## config.mk

```make
export PLATFORM = sky130hd
export DESIGN_NAME = pulse_stretcher
export DESIGN_NICKNAME = d
export VERILOG_FILES = /design/src/rtl/pulse_stretcher_pkg.sv /design/src/rtl/pulse_stretcher_hold_timer.sv /design/src/rtl/pulse_stretcher.sv
export SDC_FILE = /design/constraint.sdc
export NUM_CORES = 1
export LEC_CHECK = 0
export CORE_AREA = 8 8 50 52
export CTS_BUF_LIST = sky130_fd_sc_hd__clkbuf_8
export CTS_CLUSTER_DIAMETER = 200
export CTS_CLUSTER_SIZE = 10
export DETAILED_ROUTE_END_ITERATION = 8
export DIE_AREA = 0 0 58 60
export PLACE_DENSITY = 0.76
export SETUP_SLACK_MARGIN = 0.2
export SYNTH_ARGS = -nofsm -noshare
export SYNTH_HDL_FRONTEND = slang
export SYNTH_SLANG_ARGS = --single-unit
```

## constraint.sdc

```tcl
create_clock -name i_clk -period 1.4 [get_ports i_clk]
set_input_delay 0.14 -clock i_clk [delete_from_list [all_inputs] [get_ports i_clk]]
set_output_delay 0.14 -clock i_clk [all_outputs]
set_load 0.05 [all_outputs]
```

## src/rtl/pulse_stretcher_pkg.sv

```systemverilog
// Shared state encoding and sizing helper for the pulse stretcher.
package pulse_stretcher_pkg;

    typedef enum logic [1:0] {
        ESPERE = 2'b00,
        ESTIRE = 2'b01,
        PAUSA  = 2'b11
    } state_t;

    // Hold counter must reach both LEN-1 and GAP-1; never narrower than one bit.
    function automatic int hold_w(input int len, input int gap);
        int m;
        m = (len > gap) ? len : gap;
        return ($clog2(m + 1) < 1) ? 1 : $clog2(m + 1);
    endfunction

endpackage

```

## src/rtl/pulse_stretcher_hold_timer.sv

```systemverilog
// Loadable down-counter with zero flag; load wins over decrement.
module hold_timer #(
    parameter int W = 4
) (
    input  logic         i_clk,
    input  logic         i_rst,
    input  logic         i_load,
    input  logic [W-1:0] i_load_val,
    input  logic         i_dec,
    output logic         o_zero
);

    logic [W-1:0] r_cnt;

    always_ff @(posedge i_clk) begin
        if (i_rst) begin
            r_cnt <= '0;
        end else if (i_load) begin
            r_cnt <= i_load_val;
        end else if (i_dec && (r_cnt != '0)) begin
            r_cnt <= r_cnt - W'(1);
        end
    end

    assign o_zero = (r_cnt == '0);

endmodule

```

## src/rtl/pulse_stretcher.sv

```systemverilog
// Stretches single-cycle pulses into a LEN-cycle level followed by a GAP-cycle lockout.
// All outputs are registered; no combinational path from i_pulso to any output.
module pulse_stretcher
    import pulse_stretcher_pkg::*;
#(
    parameter int LEN    = 8,
    parameter int GAP    = 2,
    parameter bit RETRIG = 1'b0,
    parameter int CNT_W  = 8
) (
    input  logic             i_clk,
    input  logic             i_rst,
    input  logic             i_pulso,
    output logic             o_nivel,
    output logic             o_ocupado,
    output logic             o_perdido,
    output logic [CNT_W-1:0] o_aceptados
);

    localparam int HW = hold_w(LEN, GAP);
    localparam logic [HW-1:0] LEN_M1 = HW'(LEN - 1);
    localparam logic [HW-1:0] GAP_M1 = HW'((GAP > 0) ? (GAP - 1) : 0);

    state_t           r_state;
    logic             r_nivel;
    logic             r_ocupado;
    logic             r_perdido;
    logic [CNT_W-1:0] r_aceptados;

    state_t           w_next;
    logic             w_load;
    logic [HW-1:0]    w_load_val;
    logic             w_dec;
    logic             w_accept;
    logic             w_drop;
    logic             w_zero;

    hold_timer #(.W(HW)) u_timer (
        .i_clk      (i_clk),
        .i_rst      (i_rst),
        .i_load     (w_load),
        .i_load_val (w_load_val),
        .i_dec      (w_dec),
        .o_zero     (w_zero)
    );

    always_comb begin
        w_next     = r_state;
        w_load     = 1'b0;
        w_load_val = LEN_M1;
        w_dec      = 1'b0;
        w_accept   = 1'b0;
        w_drop     = 1'b0;
        case (r_state)
            ESPERE: begin
                if (i_pulso) begin
                    w_next   = ESTIRE;
                    w_load   = 1'b1;
                    w_accept = 1'b1;
                end
            end
            ESTIRE: begin
                // A retrigger reload takes priority over expiry, so the level never glitches low.
                if (i_pulso && RETRIG) begin
                    w_load   = 1'b1;
                    w_accept = 1'b1;
                end else begin
                    w_drop = i_pulso;
                    if (w_zero) begin
                        if (GAP > 0) begin
                            w_next     = PAUSA;
                            w_load     = 1'b1;
                            w_load_val = GAP_M1;
                        end else begin
                            w_next = ESPERE;
                        end
                    end else begin
                        w_dec = 1'b1;
                    end
                end
            end
            PAUSA: begin
                w_drop = i_pulso;
                if (w_zero) begin
                    w_next = ESPERE;
                end else begin
                    w_dec = 1'b1;
                end
            end
            default: w_next = ESPERE;
        endcase
    end

    always_ff @(posedge i_clk) begin
        if (i_rst) begin
            r_state     <= ESPERE;
            r_nivel     <= 1'b0;
            r_ocupado   <= 1'b0;
            r_perdido   <= 1'b0;
            r_aceptados <= '0;
        end else begin
            r_state   <= w_next;
            r_nivel   <= (w_next == ESTIRE);
            r_ocupado <= (w_next != ESPERE);
            r_perdido <= w_drop;
            if (w_accept) begin
                r_aceptados <= r_aceptados + CNT_W'(1);
            end
        end
    end

    assign o_nivel     = r_nivel;
    assign o_ocupado   = r_ocupado;
    assign o_perdido   = r_perdido;
    assign o_aceptados = r_aceptados;

endmodule

```

Yosys cells after proc, flatten, opt, wreduce, memory -nomap -nowiden --
Index checks and enable logic that the tools add are counted.
Cells by class: add/subtract/negate cells 2, equal/unequal tests 3, muxes and demuxes 14, bitwise gates (word level) 1, reductions and logical operators 8
Operator list (count):
- $add 8x1->8 const B | 1
- $mux 4 | 2
- $mux 2 | 3
- $mux 3 | 2
- $pmux 2 s3 | 1
- $mux 1 | 5
- $eq 2x1->1 const B | 2
- $logic_not 4->1 | 1
- $reduce_bool 2->1 | 2
- $reduce_bool 4->1 | 1
- $reduce_or 2->1 | 2
- $sub 4x1->4 const B | 1
- $eq 2x2->1 const B | 1
- $logic_not 2->1 | 1
- $pmux 1 s2 | 1
- $logic_and 1x1->1 | 1
- $not 1->1 | 1
Storage, ports and cells: register bits after elaboration 17, input bits 3, output and inout port bits 11

Depth between registers and ports, before layout --
Gate-level depths: netlist (run 1).
depth after elaboration 6, mapped depth 5

Modules after synthesis --
From an unflattened synthesis (run 1), not the netlist that was laid out.
Unflattened totals: cells, all modules 93, area total of the unflattened synthesis 835.8 µm²
By module, submodules not included:
- pulse_stretcher | times used 1, cells each 64, area each 573.0 µm², sequential area each 260.2 µm²
- hold_timer | times used 1, cells each 29, area each 262.8 µm², sequential area each 80.1 µm²

Worst setup path after synthesis (run 1) --
No wires, ideal clock.
kind register to register, start point register r_aceptados[0] (netlist: o_aceptados[0]), end point register r_aceptados[4] (netlist: o_aceptados[4]), library setup time 0.121 ns, data arrival time 1.505 ns, required time 1.279 ns, path slack -0.226 ns, stages on the path, launching flop included 5, buffers on the path 0, cell sequence dfxtp_1 -> ha_1 -> and4bb_2 -> nand3_1 -> mux2_2
Between the ends: longest elaborated chain between the ends 1
Ends and longest elaborated chain:
- from (decl) | RTL line pulse_stretcher.sv:28 | logic [CNT_W-1:0] r_aceptados;
- from (signal assigned) | RTL line pulse_stretcher.sv:107 | r_aceptados <= r_aceptados + CNT_W'(1);
- $add 8x1->8 | RTL line pulse_stretcher.sv:107
No other way between the ends. A chain may end at the register's enable or synchronous reset.

Worst setup path in the final report (run 1) --
start point register u_timer.r_cnt[0], end point register u_timer.r_cnt[0]
Between the ends: longest elaborated chain between the ends 5, elaborated cells between the ends (all ways) 11, classes of those cells add/sub (1); mux (6); reduce/logical (4)
Ends and longest elaborated chain:
- from (decl) | RTL line pulse_stretcher_hold_timer.sv:13 | logic [W-1:0] r_cnt;
- from (signal assigned) | RTL line pulse_stretcher_hold_timer.sv:19 | r_cnt <= i_load_val;
- from (signal assigned) | RTL line pulse_stretcher_hold_timer.sv:21 | r_cnt <= r_cnt - W'(1);
- branches (longest 5 deep; another with $sub 4x1->4)
Parallel ways; which one is timed is not known. The select of a mux whose other input is x is not followed.

==> results of run 1 <==
power breakdown:
| part | switching, mW | leakage, nW | total (mW) | internal [mW] |
|---|---|---|---|---|
| Sequential | 0.0326 | 0.144 | 0.555 | 0.522 |
| Clock | 0.158 | 0.0269 | 0.353 | 0.194 |
| Combinational | 0.240 | 0.392 | 0.531 | 0.291 |
sequential cells by signal (all words and copies together), names as in the netlist:
register	cells
o_aceptados	8
o_perdido	1
u_timer.r_cnt	4
o_ocupado	1
o_nivel	1
r_state	2
metrics by stage:
stage                     instance area, um2  std cells  utilization (%)
after CTS                               1235        126            68.54
after global routing                    1383        137            76.74
after global placement                  1067        113            59.24
final                                   1383        137            76.74
after floorplan                        839.6         81                -
after detailed placement                1067        113            59.24
layer usage:
| metal | wire length [um] | global-route usage, % |
|---|---|---|
| met1 | 955 | 12.36 |
| met2 | 1368 | 21.97 |
| met3 | 42 | 1.720 |
| met4 | 68 | 8.392 |
| met5 | 0 | 0 |
final timing paths:
kind / slack [ns] / depth (start not counted) / endpoint
max: 0.008 / 5 / u_timer.r_cnt[0]$_SDFFE_PP0P_
min reg2reg: 0.51 / 2 / o_aceptados[7]$_SDFFE_PP0P_
min: 0.42 / 3 / o_perdido$_SDFF_PP0_
max reg2reg: 0.008 / 5 / u_timer.r_cnt[0]$_SDFFE_PP0P_
logic make-up (layout without fill, tap and decap cells):
family          Yosys count  in the layout  share of synthesized area [%]
simple gates             33             33                          26.13
xor+xnor                  3              3                          3.388
fa+ha+maj                 2              2                          3.225
flops                    17             17                          43.87
buf+inv                   7             45                          4.355
mux                       5              5                          6.935
compound gates           14             14                          12.10
final cells by class:
cell class	instances	share of cell area, %
Multi-Input combinational cell	57	39.46
Timing Repair Buffer	38	28.87
Sequential cell	17	25.97
Clock buffer	3	2.986
Tap cell	18	1.629
Inverter	3	0.8145
Clock inverter	1	0.2715
layout by cell type (no fill, tap or decap), drive strengths merged, types with 3 or more instances in the layout:
master / instances
mux2: 3
dfxtp: 17
a21oi: 4
nor2: 7
clkbuf: 3
inv: 4
nand2: 3
buf: 36
nand3: 4
repair_timing:
action                                 CTS  global route
setup endpoints to repair               13            15
resized for setup                       15            13
pin swaps                                6             8
hold buffers                             0             0
buffers inserted                         9            11
endpoints found under the hold margin    0             0
critical path, stage by stage, from the launching register on:
cell     delay [ns]
dfxtp_2        0.33
inv_2          0.08
ha_4           0.15
or3b_4         0.41
a211o_1        0.28
o41ai_2        0.05
==> impl_metrics.env, run 1 <==
export IMPL_outcome="finished clean"
export IMPL_clock_latency_ns=0.25
export IMPL_dp_hpwl_um=1240
export IMPL_finalClockSkew_ns=0.005122
export IMPL_io_buffer_count=13
export IMPL_timing_fmax_mhz=718.1
export IMPL_grt_pass1_vias=701
export IMPL_syn_area_per_cell_um2=9.577
export IMPL_tightest_slew_ns=0.4305
export IMPL_ys_ff_latch=17
export IMPL_hold_viol_final=0
export IMPL_dr_pass1_iters=4
export IMPL_syn2layout_area_growth_pct=78.23
export IMPL_cts_max_level=1
export IMPL_synth_nets=86
export IMPL_routed_wl_um=2434
export IMPL_core_um2=1802
export IMPL_synth_edff_count=0
export IMPL_relSlewSlack_pct=71.19
export IMPL_vias=744
export IMPL_power_leakage_nw=0.5631
export IMPL_powerDensity_nw_per_um2=1040
export IMPL_async_reset_ff_share_pct=0
export IMPL_antenna_found_initial=0
export IMPL_ys_seq_area_share_pct=43.87
export IMPL_critPathCaptureType="register"
export IMPL_yosysTopAreaCell="dfxtp_1"
export IMPL_die_y_um=60
export IMPL_cap_violations=0
export IMPL_dpl_worst_slack_ns=-0.2748
export IMPL_wl_per_cell_um=17.77
export IMPL_filler_cell_count=106
export IMPL_arrival_ns=1.54
export IMPL_whs_ns=0.4241
export IMPL_num_antenna_cells=0
export IMPL_synthesis_instances=81
export IMPL_rr_startpoint="u_timer.r_cnt[0]$_SDFFE_PP0P_"
export IMPL_layout_nets=125
export IMPL_cp_max_fo=3
export IMPL_syn_area_um2=775.7
export IMPL_final_max_slew_violation_count=0
export IMPL_yosysUniqueCellTypes=36
export IMPL_ys_flop_type="dfxtp_1"
export IMPL_hold_path_startpoint="i_pulso"
export IMPL_gp_congestion=0.7162
export IMPL_yosysWarnings=0
export IMPL_min_delay_path_class="input pin to register"
export IMPL_die_area_um2=3480
export IMPL_avgViaCountPerCell=5.431
export IMPL_initial_utilization_pct=43.06
export IMPL_grt_pass1_wl_um=3215
export IMPL_io_pins=14
export IMPL_multiInputGateArea_um2=545.5
export IMPL_finalSetupViolations=0
export IMPL_synth_top_area_share_pct=43.87
export IMPL_min_period_over_period_pct=99.46
export IMPL_rows=16
export IMPL_ir_drop_v=0.0006727
export IMPL_critical_path_required_ns=1.55
export IMPL_gr_usage_all_layers_pct=12.03
export IMPL_clockBufferDepth=2
export IMPL_startpoint="u_timer.r_cnt[0]$_SDFFE_PP0P_"
export IMPL_initialDrtViolationCount=21
export IMPL_total_power_mw=1.438
export IMPL_cts_buffers=3
export IMPL_setup_tns_ns=0
export IMPL_clkTransAtPathRegs_ns=0.06
export IMPL_rsz0062_at_grt="true"
export IMPL_dieWidth_um=58
export IMPL_ant_nets=0
export IMPL_drive_gt1_share_pct=65.55
export IMPL_critPathKind="register to register"
export IMPL_cts_sinks=17
export IMPL_layout_min_cycle_time_ns=1.392
export IMPL_start_kind="register"
export IMPL_synth_common_cells="17 x dfxtp_1, 7 x nor2_1, 4 x a21oi_1, 4 x nand3_1"
export IMPL_layout_area_seq_um2=359.1
export IMPL_fin_ws_ns=0.007504
export IMPL_synth_most_common_cell="dfxtp_1"
export IMPL_ctsRootBufferMaster="clkbuf_8"
export IMPL_grt_ovfl_total=0
export IMPL_drcViolationCount=0
export IMPL_grt_max_degree=21
export IMPL_synth_area_top_cells="dfxtp_1 44%, mux2_2 4.4%, nor2_1 3.4%"
export IMPL_cts_tree="done"
(Power assumes the default switching activity.)
==> inputs of run 2 (changes only) <==
--- a/config.mk
+++ b/config.mk
@@ -11,6 +11,7 @@
 export CTS_CLUSTER_SIZE = 10
 export DETAILED_ROUTE_END_ITERATION = 8
 export DIE_AREA = 0 0 58 60
+export GPL_TIMING_DRIVEN = 0
 export PLACE_DENSITY = 0.76
 export SETUP_SLACK_MARGIN = 0.2
 export SYNTH_ARGS = -nofsm -noshare
==> impl_metrics.env, run 2 (same netlist as run 1, synthesis figures left out) <==
export IMPL_outcome="complete, but fails checks"
export IMPL_violations="negative setup slack"
export IMPL_io_pins=14
export IMPL_final_max_slew_violation_count=0
export IMPL_rsz0062_at_grt="true"
export IMPL_die_area_um2=3480
export IMPL_core_um2=1802
export IMPL_gr_usage_all_layers_pct=11.74
export IMPL_min_delay_path_class="input pin to register"
export IMPL_cts_buffers=3
export IMPL_tightest_slew_ns=0.3170
export IMPL_final_common_cell="buf_4"
export IMPL_ir_drop_v=0.0009443
export IMPL_final_util_pct=67.64
export IMPL_wl_per_cell_um=16.40
export IMPL_grt_pass1_wl_um=3125
export IMPL_drcViolationCount=0
export IMPL_clkTransAtPathRegs_ns=0.06
export IMPL_finalClockSkew_ns=0.003070
export IMPL_dr_pass1_iters=4
export IMPL_fin_ws_ns=-0.04354
export IMPL_relSlewSlack_pct=78.32
export IMPL_layout_min_cycle_time_ns=1.444
export IMPL_cts_tree="done"
export IMPL_grt_max_degree=11
export IMPL_arrival_ns=1.63
export IMPL_hold_viol_final=0
export IMPL_layout_common_cells="11 x buf_4, 8 x dfxtp_2, 7 x nor2_1, 7 x clkdlybuf4s15_2, 6 x dfxtp_1"
export IMPL_grt_ovfl_total=0
export IMPL_antenna_found_initial=0
export IMPL_place_area_um2=992.2
export IMPL_drive_gt1_share_pct=56.64
export IMPL_start_kind="register"
export IMPL_critical_path_required_ns=1.59
export IMPL_layout_nets=119
export IMPL_cts_max_level=1
export IMPL_powerDensity_nw_per_um2=1080
export IMPL_grt_pass1_vias=701
export IMPL_largest_register_ffs=8
export IMPL_num_antenna_cells=0
export IMPL_io_buffer_count=13
export IMPL_timing_fmax_mhz=692.7
export IMPL_vias=734
export IMPL_syn2layout_area_growth_pct=57.10
export IMPL_die_y_um=60
export IMPL_routed_wl_um=2148
export IMPL_setup_tns_ns=-0.1166
export IMPL_ctsRootBufferMaster="clkbuf_8"
export IMPL_cap_violations=0
export IMPL_avgViaCountPerCell=5.603
export IMPL_cts_hold_buf=0
export IMPL_ant_nets=0
export IMPL_critPathKind="register to register"
export IMPL_design_area_um2=1219
export IMPL_gp_congestion=0.7033
export IMPL_rows=16
export IMPL_dieWidth_um=58
export IMPL_clockBufferDepth=2
export IMPL_cp_max_fo=8
export IMPL_power_leakage_nw=0.4816
export IMPL_cts_sinks=17
export IMPL_initial_utilization_pct=43.06
export IMPL_initialDrtViolationCount=12
export IMPL_finalSetupViolations=5
export IMPL_critPathCaptureType="register"
export IMPL_min_period_over_period_pct=103.1
export IMPL_dp_hpwl_um=1252
export IMPL_clock_latency_ns=0.26
==> run 2: cell count changes in the layout (fill, tap and decap cells not counted), moves of 2 or more <==
| cell | previous run | this run |
|---|---|---|
| nor3_2 | 2 | 0 |
| nor3_1 | 0 | 2 |
| clkbuf_2 | 0 | 5 |
| clkdlybuf4s15_2 | 0 | 7 |
| buf_12 | 7 | 0 |
| buf_4 | 24 | 11 |
==> run 2: routing by layer <==
| metal | GRT usage (%) | share of wire [%] | vias to the layer above |
|---|---|---|---|
| li1 | - | - | 361 |
| met1 | 13.42 | 44 | 350 |
| met2 | 19.27 | 49 | 16 |
| met3 | 1.505 | 3.0 | 7 |
| met4 | 9.441 | 3.9 | 0 |
| met5 | 0 | 0 | - |
==> run 2: report_power, final <==
part           switching (mW)  internal, mW
clock network           0.172         0.195
registers              0.0324         0.522
logic                   0.198         0.197
total                   0.403         0.914
==> run 2: path summary, 6_finish.rpt <==
check                                    from                           to  cells after the start  slack [ns]
setup / recovery        r_state[0]$_SDFF_PP0_  o_aceptados[5]$_SDFFE_PP0P_                      4       -0.04
hold / removal                        i_pulso         o_perdido$_SDFF_PP0_                      2        0.39
setup reg to reg        r_state[0]$_SDFF_PP0_  o_aceptados[5]$_SDFFE_PP0P_                      4       -0.04
hold reg to reg   o_aceptados[7]$_SDFFE_PP0P_  o_aceptados[7]$_SDFFE_PP0P_                      2        0.51
==> run 2: cell type report <==
class	instances	area (um2)
Buffer	4	26.28
Clock buffer	3	41.29
Clock inverter	1	3.754
Fill cell	133	583.1
Inverter	3	11.26
Multi-Input combinational cell	57	501.7
Sequential cell	17	361.6
Tap cell	18	22.52
Timing Repair Buffer	28	250.2
==> run 2: per-stage QoR <==
| step | cells | setup WS, ns | hold WS [ns] | total power [mW] |
|---|---|---|---|---|
| final | 131 | -0.04354 | 0.3947 | 1.316 |
| after global routing | 131 | -0.08726 | 0.4139 | 1.373 |
| after CTS | 127 | -0.03739 | 0.3775 | 1.263 |
| after floorplan | 81 | 0.001532 | 0.2958 | 0.7719 |
| after detailed placement | 112 | -0.4206 | 0.4532 | 0.8455 |
| after global placement | 112 | -0.4166 | 0.4488 | 0.8368 |
==> run 2: what timing repair did <==
item	4_1_cts	5_1_grt
setup buffers	11	4
gates resized for setup	42	15
pin swaps	6	5
endpoints found under the setup margin	27	19
==> run 2: critical path, stage by stage, from the launching register on <==
cell and delay [ns]:
dfxtp_2 0.33, or3b_1 0.38, buf_6 0.14, or4_1 0.39, a21oi_1 0.12
